===== src/rtl/serializer_pkg.sv =====
// -----------------------------------------------------------------------------
// serializer_pkg
// Shared types and helpers for the parallel-in/serial-out serializer.
//   ser_state_t  : frame sequencing states (IDLE, SHIFT, PARITY, DONE)
//   PAR_MAX_W    : widest word the parity helper accepts
//   even_parity  : returns the bit that makes the total count of ones even
// -----------------------------------------------------------------------------
package serializer_pkg;

    typedef enum logic [1:0] {
        IDLE   = 2'd0,
        SHIFT  = 2'd1,
        PARITY = 2'd2,
        DONE   = 2'd3
    } ser_state_t;

    // Words narrower than this are zero-extended before the parity reduction;
    // extra zeros do not change the result.
    localparam int unsigned PAR_MAX_W = 64;

    // Even parity bit: XOR of all data bits, so data plus parity holds an even
    // number of ones.
    function automatic logic even_parity(input logic [PAR_MAX_W-1:0] i_word);
        even_parity = ^i_word;
    endfunction

endpackage : serializer_pkg


===== src/rtl/piso_serializer.sv =====
// -----------------------------------------------------------------------------
// piso_serializer
// Captures a parallel word on a start request and shifts it out one bit per
// clock, optionally followed by an even-parity bit. busy/done let a controller
// sequence the next load of the upstream holding register.
//
// Parameters:
//   WIDTH     : data word width (2 .. PAR_MAX_W)
//   MSB_FIRST : 1 = bit WIDTH-1 leaves first, 0 = bit 0 leaves first
//   PARITY_EN : 1 = append one even-parity bit after the data bits
//
// Ports:
//   clk   in   rising-edge clock
//   rst   in   asynchronous active-high reset; aborts any frame in progress
//   start in   load din and begin a frame (ignored unless idle)
//   din   in   parallel word, sampled only on the accepting edge
//   sout  out  serial data (0 when not transmitting)
//   busy  out  high while data or parity bits are on sout
//   done  out  one-cycle pulse after the last bit of a frame
//
// All outputs are a pure decode of registered state, so they react to rst
// immediately and never depend combinationally on start or din.
// -----------------------------------------------------------------------------
import serializer_pkg::*;

module piso_serializer #(
    parameter int WIDTH     = 8,
    parameter int MSB_FIRST = 1,
    parameter int PARITY_EN = 1
) (
    input  logic             clk,
    input  logic             rst,
    input  logic             start,
    input  logic [WIDTH-1:0] din,
    output logic             sout,
    output logic             busy,
    output logic             done
);

    localparam int CNT_W = (WIDTH > 1) ? $clog2(WIDTH) : 1;
    localparam logic [CNT_W-1:0] LAST_CNT = CNT_W'(WIDTH - 1);

    ser_state_t             r_state;
    ser_state_t             w_state_next;
    logic [WIDTH-1:0]       r_shreg;
    logic [CNT_W-1:0]       r_cnt;
    logic                   r_par;

    logic [WIDTH-1:0]       w_shreg_shifted;
    logic                   w_out_bit;
    logic                   w_last_bit;
    logic [PAR_MAX_W-1:0]   w_din_ext;

    // Zero-extend the input word to the width the parity helper expects.
    always_comb begin
        w_din_ext            = '0;
        w_din_ext[WIDTH-1:0] = din;
    end

    // Shift toward the output end with zero fill, and select the output bit.
    always_comb begin
        if (MSB_FIRST != 0) begin
            w_shreg_shifted = {r_shreg[WIDTH-2:0], 1'b0};
            w_out_bit       = r_shreg[WIDTH-1];
        end else begin
            w_shreg_shifted = {1'b0, r_shreg[WIDTH-1:1]};
            w_out_bit       = r_shreg[0];
        end
    end

    // The counter reaches WIDTH-1 while the last data bit is on sout.
    assign w_last_bit = (r_cnt == LAST_CNT);

    // State register.
    always_ff @(posedge clk or posedge rst) begin
        if (rst) begin
            r_state <= IDLE;
        end else begin
            r_state <= w_state_next;
        end
    end

    // Next-state decode; start only matters in IDLE, so it is never queued.
    always_comb begin
        w_state_next = r_state;
        case (r_state)
            IDLE: begin
                if (start) begin
                    w_state_next = SHIFT;
                end else begin
                    w_state_next = IDLE;
                end
            end
            SHIFT: begin
                if (w_last_bit) begin
                    w_state_next = (PARITY_EN != 0) ? PARITY : DONE;
                end else begin
                    w_state_next = SHIFT;
                end
            end
            PARITY:  w_state_next = DONE;
            DONE:    w_state_next = IDLE;
            default: w_state_next = IDLE;
        endcase
    end

    // Datapath: word, bit counter and parity are captured only on the
    // accepting edge, so later din changes cannot disturb the frame.
    always_ff @(posedge clk or posedge rst) begin
        if (rst) begin
            r_shreg <= '0;
            r_cnt   <= '0;
            r_par   <= 1'b0;
        end else begin
            case (r_state)
                IDLE: begin
                    if (start) begin
                        r_shreg <= din;
                        r_cnt   <= '0;
                        r_par   <= even_parity(w_din_ext);
                    end else begin
                        r_shreg <= r_shreg;
                        r_cnt   <= r_cnt;
                        r_par   <= r_par;
                    end
                end
                SHIFT: begin
                    r_shreg <= w_shreg_shifted;
                    // Hold at the final count so narrow counters never wrap.
                    if (w_last_bit) begin
                        r_cnt <= r_cnt;
                    end else begin
                        r_cnt <= r_cnt + CNT_W'(1);
                    end
                    r_par   <= r_par;
                end
                default: begin
                    r_shreg <= r_shreg;
                    r_cnt   <= r_cnt;
                    r_par   <= r_par;
                end
            endcase
        end
    end

    // Moore output decode.
    always_comb begin
        sout = 1'b0;
        busy = 1'b0;
        done = 1'b0;
        case (r_state)
            IDLE: begin
                sout = 1'b0;
                busy = 1'b0;
                done = 1'b0;
            end
            SHIFT: begin
                sout = w_out_bit;
                busy = 1'b1;
            end
            PARITY: begin
                sout = r_par;
                busy = 1'b1;
            end
            DONE: begin
                done = 1'b1;
            end
            default: begin
                sout = 1'b0;
                busy = 1'b0;
                done = 1'b0;
            end
        endcase
    end

endmodule : piso_serializer


===== config.mk =====
export PLATFORM = sky130hd
export DESIGN_NAME = piso_serializer
export DESIGN_NICKNAME = d
export VERILOG_FILES = /design/src/rtl/serializer_pkg.sv /design/src/rtl/piso_serializer.sv
export SDC_FILE = /design/constraint.sdc
export NUM_CORES = 1
export LEC_CHECK = 0
export ABC_AREA = 0
export CAP_MARGIN = 20
export CORE_ASPECT_RATIO = 1.1
export CORE_MARGIN = 5
export CORE_UTILIZATION = 57
export CTS_CLUSTER_DIAMETER = 40
export CTS_CLUSTER_SIZE = 25
export DETAILED_ROUTE_END_ITERATION = 8
export DONT_BUFFER_PORTS = 1
export PLACE_DENSITY = 0.74
export SYNTH_ARGS = -nofsm -noshare
export SYNTH_HDL_FRONTEND = slang
export SYNTH_SLANG_ARGS = --single-unit
export TNS_END_PERCENT = 50

===== constraint.sdc =====
create_clock -name clk -period 4.2 [get_ports clk]
set_input_delay 0.84 -clock clk [delete_from_list [all_inputs] [get_ports clk]]
set_output_delay 0.84 -clock clk [all_outputs]
set_load 0.02 [all_outputs]

==> results of run 1 <==
registers in the layout, indices dropped and copies added (netlist names), named ones only:
name,cells
r_cnt,3
r_par,1
r_shreg,8
r_state,1
layout make-up:
class | count | share of cell area [%]
Clock buffer | 4 | 4.15
Inverter | 5 | 2.15
Multi-Input combinational cell | 58 | 51.4
Sequential cell | 14 | 40.1
Tap cell | 16 | 2.29
critical path, cell delays in order (launching register included):
cell	delay, ns
sky130_fd_sc_hd__dfrtp_1	0.41
sky130_fd_sc_hd__inv_1	0.14
sky130_fd_sc_hd__ha_1	0.39
sky130_fd_sc_hd__a22oi_1	0.12
sky130_fd_sc_hd__nor2b_1	0.36
cell usage after synthesis (2+ instances only):
master	number	area, um^2
sky130_fd_sc_hd__o21ai_1	3	15.0
sky130_fd_sc_hd__nand2_1	9	33.8
sky130_fd_sc_hd__ha_1	8	100
sky130_fd_sc_hd__buf_2	2	10.0
sky130_fd_sc_hd__mux2i_1	7	70.1
sky130_fd_sc_hd__o21ai_0	7	35.0
sky130_fd_sc_hd__a31oi_1	2	12.5
sky130_fd_sc_hd__inv_1	5	18.8
sky130_fd_sc_hd__xnor2_1	7	61.3
sky130_fd_sc_hd__dfrtp_1	14	350
sky130_fd_sc_hd__a22o_1	4	35.0
sky130_fd_sc_hd__nand3_1	2	10.0
sky130_fd_sc_hd__a21oi_1	3	15.0
power by group through the flow:
| stage | registers [mW] | clock network (mW) | logic (mW) |
|---|---|---|---|
| 2_1_floorplan | 0.221 | 0 | 0.221 |
| 3_3_place_gp | 0.229 | 0 | 0.250 |
| 3_5_place_dp | 0.233 | 0 | 0.260 |
| 4_1_cts | 0.230 | 0.100 | 0.262 |
| 5_1_grt | 0.238 | 0.107 | 0.289 |
| 6_report | 0.229 | 0.0966 | 0.259 |
worst max path at each step:
stage | start | end
CTS | register | sout
finish | register | sout
global route | register | sout
floorplan | register | sout
detailed placement | register | sout
global placement | r_state[0] | sout
kinds of logic (layout without fill, tap and decap cells):
kind of cell	count (synthesis)	after routing	synth area share, %
simple gates	14	14	8.27
flops	14	14	42.1
compound gates	21	21	15.2
mux	8	8	11.1
buf+inv	8	9	3.91
xor+xnor	7	7	7.37
fa+ha+maj	8	8	12.0
per-layer routing:
metal	up-vias	global-route usage, %	wire length, um
met5	-	0	0
met2	13	22.9	730
li1	280	-	-
met4	0	5.69	7
met1	275	20.0	694
met3	2	8.73	111
layout by cell type, fill, tap and decap left out:
cell type	count
sky130_fd_sc_hd__nor2_4	1
sky130_fd_sc_hd__a22o_1	4
sky130_fd_sc_hd__mux2i_4	1
sky130_fd_sc_hd__a22oi_1	1
sky130_fd_sc_hd__clkbuf_4	3
sky130_fd_sc_hd__ha_1	8
sky130_fd_sc_hd__mux2i_1	7
sky130_fd_sc_hd__o21ai_0	7
sky130_fd_sc_hd__o22ai_1	1
sky130_fd_sc_hd__nand2_1	9
sky130_fd_sc_hd__nand3_1	2
sky130_fd_sc_hd__clkbuf_8	1
sky130_fd_sc_hd__a21oi_1	3
sky130_fd_sc_hd__xnor2_1	7
sky130_fd_sc_hd__o21ai_1	3
sky130_fd_sc_hd__nor2b_1	1
sky130_fd_sc_hd__inv_1	5
sky130_fd_sc_hd__a31oi_1	2
sky130_fd_sc_hd__and2b_1	1
sky130_fd_sc_hd__dfrtp_1	14
stage by stage:
stage / std cells / hold slack [ns] / utilization (%) / setup WS (ns) / total power, mW
floorplan: 80 / 0.450 / - / 2.04 / 0.442
CTS: 97 / 0.487 / 63.2 / 1.62 / 0.593
detailed placement: 93 / 0.471 / 60.6 / 1.96 / 0.493
global placement: 93 / 0.468 / 60.6 / 2.03 / 0.479
finish: 97 / 0.476 / 63.2 / 1.64 / 0.585
global route: 97 / 0.505 / 63.2 / 1.51 / 0.635
==> impl_summary.log, run 1 <==
INFO  metric status = finished, final reports clean
INFO  metric core_area = approximately 1400 um^2
INFO  metric post-cts-setup-buffers = 0
INFO  metric clkSlewWorstSetupHoldPaths = 0.09 ns
INFO  metric maxCapViolCount = 0
INFO  metric setup_viol_count_final = 0
INFO  metric grt_total_usage = 16.0%
INFO  metric postSynthRegisterBits = 14
INFO  metric synth_area = roughly 830 um^2
INFO  metric critical_path.reg2reg.endpoint = r_cnt[1]
INFO  metric clock_sinks = 14
INFO  metric post_drt_wl_per_cell = 15.9 um
INFO  metric grt_first_pass_wirelength = ~2.7 mm
INFO  metric async_reset_ff_share = 100%
INFO  metric setup-tns-final = 0 ns
INFO  metric required_time_of_the_critical_path = 3.36 ns
INFO  metric report.final.slew_viol_count = 0
INFO  metric power_per_cell_area = between 600 and 700 nW/um^2
INFO  metric detailedRoute.firstIterationViolations = 7
INFO  metric power.ir.vdd_worst = about 320 uV
INFO  metric cts.root.buffer_cell = sky130_fd_sc_hd__clkbuf_4
INFO  metric ioPinCount = 14
INFO  metric clock_buffer_count_from_cts = 3
INFO  metric net-switching-power = approximately 0.23 mW
INFO  metric n_fill_cell = 122
INFO  metric rrSetupSlack = around 2.2 ns
INFO  metric critical_path.max_fanout = 6
INFO  metric postPlaceCellArea = 838 um^2
INFO  metric fmaxAchievable = between 0.3 and 0.4 GHz
INFO  metric grt_max_degree = 19
INFO  metric clk_latency = between 0.2 and 0.3 ns
INFO  metric start_kind = register
INFO  metric postSynthNetCount = 99
INFO  metric clk_path_buf_depth = 2
INFO  metric initial_antenna_violation_count = 0
INFO  metric overflow = 0
INFO  metric pwr-share-comb = 44.3%
INFO  metric drt_first_pass_iters = 4
INFO  metric core.rowCount = 14
INFO  metric power_share_of_the_clock_group = 16.5%
INFO  metric holdCritPathClass = input port to asynchronous set/reset pin
INFO  metric timing_worst_setup_path_type = register to output pin
INFO  metric synth_cell_types = 20
INFO  metric first_global_vias = 581
INFO  metric drt-total-wl = 1.54 mm
INFO  metric post_cts_resized = 0
INFO  metric post-route-period-util = 60.9%
INFO  metric vertical_die_dimension = between 50 and 60 um
INFO  metric area_growth = 5.11%
INFO  metric h_tree_depth = 1
INFO  metric final_nets = 101
INFO  metric cts_hold_buffers = 0
INFO  metric synth-edff-count = 0
INFO  metric layout_min_cycle_time = 2.56 ns
INFO  metric finalHoldViolCount = 0
INFO  metric synth_top_flop_cell = sky130_fd_sc_hd__dfrtp_1
INFO  metric cell_count_after_synthesis = 80
INFO  metric synth-seq-area-share = 42.1%
INFO  metric ant_nets = 0
INFO  metric place_hpwl = 1.16 mm
INFO  metric design.die.area = between 2000 and 2500 um^2
INFO  metric yosysWarnings = 0
INFO  metric max_slew_margin = 62.8%
INFO  metric via_count = 570
INFO  metric port-buffer-count = 0
INFO  metric multi_input_gate_area_in_the_final_layout = ~450 um^2
INFO  metric layout-drive-gt1-share = 7.41%
INFO  metric power.static_leakage = 0.400 nW
INFO  metric reg2reg_from = r_state[0]
INFO  metric swShare = between 30% and 40%
INFO  metric element_type_at_the_critical_path_end = output pin
INFO  metric intPower = between 0.3 and 0.4 mW
INFO  metric syn_area_per_cell = ~10 um^2
INFO  metric worstRegToRegCells = 6
INFO  metric worst_margin_slew = about 0.55 ns
INFO  metric cp_data_arrival_time = 1.72 ns
INFO  metric initial_utilization = 60.1%
INFO  metric remaining_drc_errors = 0
INFO  metric finClkSkew = 0.00869 ns
INFO  metric insertedDiodeCount = 0
INFO  metric post_drt_via_cell_ratio = between 5 and 6
INFO  metric sequential_cell_area = around 350 um^2
INFO  metric cts_tree = yes
INFO  metric power.sequential.fraction = 39.2%
INFO  metric gpl.final_weighted_congestion = 0.783
INFO  metric unrepaired_setup_endpoints_after_global_routing = false
INFO  metric die_boundary_width = 46.4 um
INFO  metric design_area = 875 um^2
(Power assumes the default switching activity.)
==> run 2, diff against run 1 <==
==> constraint.sdc (replaced) <==
create_clock -name clk -period 2.6 [get_ports clk]
set_input_delay 0.52 -clock clk [delete_from_list [all_inputs] [get_ports clk]]
set_output_delay 0.52 -clock clk [all_outputs]
set_load 0.02 [all_outputs]
==> run 2 against run 1 <==
  * Wire length is 2.5% lower
  * Power grew 58%
  * Critical path depth stayed put
  * Worst hold slack got worse by 0.32 ns
  * Combinational power is 64% higher
  * Global-route usage down 0.32 points
  * First-iteration DRC count up 140%
  * Via count decreased by 1.1%
  * Non-clock buffer count up 2
  * Sequential power rose by 64%
==> impl_summary.log, run 2 (same netlist as run 1, synthesis figures left out) <==
INFO  metric required_time_of_the_critical_path = 2.08 ns (-1.28 ns)
INFO  metric maxCapViolCount = 0 (unchanged)
INFO  metric cts_hold_buffers = 0 (unchanged)
INFO  metric sequential_cell_area = 350 um^2 (unchanged)
INFO  metric layout_min_cycle_time = 2.21 ns
INFO  metric worst_margin_slew = 0.535 ns (-0.0105 ns)
INFO  metric wl_met1 = 673 um (-3.0%)
INFO  metric die_boundary_width = 46.4 um (unchanged)
INFO  metric fmaxAchievable = around 0.45 GHz
INFO  metric h_tree_depth = 1 (unchanged)
INFO  metric top_layer = met4
INFO  metric vertical_die_dimension = 50.1 um (unchanged)
INFO  metric setup-tns-final = 0 ns (unchanged)
INFO  metric fin_util = 63.3% (+0.090 points)
INFO  metric post_place_cells = 95 (+2.2%)
INFO  metric max_flop_register = r_shreg
INFO  metric insertedDiodeCount = 0 (unchanged)
INFO  metric final_common_cell = sky130_fd_sc_hd__dfrtp_1
INFO  metric report.final.slew_viol_count = 0 (unchanged)
INFO  metric pre_cts_ws = 0.683 ns (-1.27 ns)
INFO  metric power.ir.vdd_worst = 598 uV (+87%)
INFO  metric post-cts-setup-buffers = 0 (unchanged)
INFO  metric cpPeakStageDelay = 0.40 ns (about the same)
INFO  metric overflow = 0 (unchanged)
INFO  metric finClkSkew = 0.00448 ns (-0.00421 ns)
INFO  metric design_area = 876 um^2 (+0.14%)
INFO  metric clock_buffer_count_from_cts = 3 (unchanged)
INFO  metric ioPinCount = 14 (unchanged)
INFO  metric post_drt_wl_per_cell = 15.3 um (-3.5%)
INFO  metric unrepaired_setup_endpoints_after_global_routing = false
INFO  metric clk_path_buf_depth = 2 (unchanged)
INFO  metric gpl.final_weighted_congestion = 0.772 (-1.3%)
INFO  metric grt_max_degree = 15 (-4)
INFO  metric place_hpwl = 1.18 mm (+1.2%)
INFO  metric cts.root.buffer_cell = sky130_fd_sc_hd__clkbuf_4
INFO  metric postPlaceCellArea = 853 um^2 (+1.8%)
INFO  metric finalNonFillerCells = 98 (+1.0%)
INFO  metric final_nets = 103 (+2.0%)
INFO  metric setup_viol_count_final = 0 (unchanged)
INFO  metric start_kind = register
INFO  metric clock_sinks = 14 (unchanged)
INFO  metric post_cts_resized = 0 (unchanged)
INFO  metric post-route-period-util = 85.1%
INFO  metric status = finished, final reports clean
INFO  metric max_slew_margin = 64.3% (+1.4 points)
INFO  metric met2RoutedLength = 708 um (-3.0%)
INFO  metric drt-total-wl = 1.50 mm (-2.5%)
INFO  metric critical_path.max_fanout = 6 (unchanged)
INFO  metric met3_wirelength = 93 um (-16%)
INFO  metric design.die.area = 2320 um^2 (unchanged)
INFO  metric first_global_vias = 593 (+2.1%)
INFO  metric critical_path.cell_chain = inv_1 > ha_1 > a22oi_1 > nor2b_1
INFO  metric drt_first_pass_iters = 4 (unchanged)
INFO  metric remaining_drc_errors = 0 (unchanged)
INFO  metric via_count = 564 (-1.1%)
INFO  metric initial_antenna_violation_count = 0 (unchanged)
INFO  metric multi_input_gate_area_in_the_final_layout = 449 um^2 (unchanged)
INFO  metric power_per_cell_area = 1050 nW/um^2 (+57%)
INFO  metric grt_total_usage = 15.7% (-0.32 points)
INFO  metric finalHoldViolCount = 0 (unchanged)
INFO  metric n_fill_cell = 112 (-8.2%)
INFO  metric element_type_at_the_critical_path_end = output pin
INFO  metric cp_slowest_cell = sky130_fd_sc_hd__dfrtp_1
INFO  metric worst_setup_margin = 0.388 ns (-1.25 ns)
INFO  metric timing_worst_setup_path_type = register to output pin
INFO  metric core_area = 1380 um^2 (unchanged)
INFO  metric leading_cell_types_in_the_layout_fill_and_taps_excluded = 14 x sky130_fd_sc_hd__dfrtp_1, 9 x sky130_fd_sc_hd__nand2_1, 8 x sky130_fd_sc_hd__ha_1
INFO  metric cts_tree = yes
INFO  metric port-buffer-count = 0 (unchanged)
INFO  metric clkSlewWorstSetupHoldPaths = 0.08 ns (about the same)
INFO  metric grt_first_pass_wirelength = 2.60 mm (-2.3%)
INFO  metric core.rowCount = 14 (unchanged)
INFO  metric largest_register_ffs = 8 (unchanged)
INFO  metric ant_nets = 0 (unchanged)
INFO  metric initial_utilization = 60.1% (unchanged)
INFO  metric clk_latency = 0.28 ns (about the same)
INFO  metric layout-drive-gt1-share = 8.54% (+1.1 points)
INFO  metric post_drt_via_cell_ratio = 5.76 (-2.1%)
INFO  metric reg.largest.list = r_shreg x8, r_cnt x3
INFO  metric detailedRoute.firstIterationViolations = 17 (+10)
INFO  metric holdCritPathClass = input port to asynchronous set/reset pin
INFO  metric power.static_leakage = 0.403 nW (+0.62%)
INFO  metric cp_data_arrival_time = 1.69 ns (-0.03 ns)
INFO  metric area_growth = 5.26%
run 2: cell count changes in the layout (fill, tap and decap cells not counted):
cell                       change
sky130_fd_sc_hd__buf_4         +2
sky130_fd_sc_hd__clkbuf_8      -1
run 2: where the power goes:
| group | internal, mW | switching, mW |
|---|---|---|
| registers | 0.310 | 0.0649 |
| logic | 0.194 | 0.231 |
| clock network | 0.0537 | 0.0680 |
run 2: worst max-delay path: cells and delay by family, from the launching register on:
kind,cells,cell delay (ns)
fa+ha+maj,1,0.38
compound gates,1,0.12
buf+inv,1,0.15
flops,1,0.40
simple gates,1,0.36
run 2: worst paths after layout:
kind	start	endpoint	slack (ns)	cells past startpoint
max reg2reg	r_state[0]	r_cnt[1]	0.76	6
min reg2reg	r_shreg[2]	r_shreg[2]	0.50	2
max	register	sout	0.39	4
min	rst	r_cnt[1]	0.16	1
min in group clk	start	r_shreg[0]	0.33	1
max in group asynchronous	rst	r_par	2.08	1
run 2: final cells by class:
cell class | count | area share, %
clock buffers | 3 | 2.57
inverters | 5 | 2.14
multi-input cells | 58 | 51.3
flip-flops and latches | 14 | 40.0
well taps | 16 | 2.29
repair buffers | 2 | 1.71
run 2: stage by stage:
stage                     hold WS (ns)  total power [mW]
after global placement           0.463             0.790
after CTS                        0.174             0.926
after detailed placement         0.472             0.805
after global routing             0.199              1.01
after floorplan                  0.409             0.714
final                            0.161             0.921
run 2: per-layer routing:
layer | vias up | GRT usage (%)
met4 | 0 | 7.11
met2 | 11 | 24.8
li1 | 283 | -
met5 | - | 0
met1 | 266 | 18.7
met3 | 4 | 5.09
==> run 3, diff against run 2 <==
--- a/config.mk
+++ b/config.mk
@@ -6,12 +6,13 @@
 export NUM_CORES = 1
 export LEC_CHECK = 0
 export ABC_AREA = 0
+export ABC_CLOCK_PERIOD_IN_PS = 2600
 export CAP_MARGIN = 20
 export CORE_ASPECT_RATIO = 1.1
 export CORE_MARGIN = 5
 export CORE_UTILIZATION = 57
 export CTS_CLUSTER_DIAMETER = 40
-export CTS_CLUSTER_SIZE = 25
+export CTS_CLUSTER_SIZE = 40
 export DETAILED_ROUTE_END_ITERATION = 8
 export DONT_BUFFER_PORTS = 1
 export PLACE_DENSITY = 0.74
==> results of run 3 <==
Same layout as run 2: the final DEF is identical, and so are final timing and power.
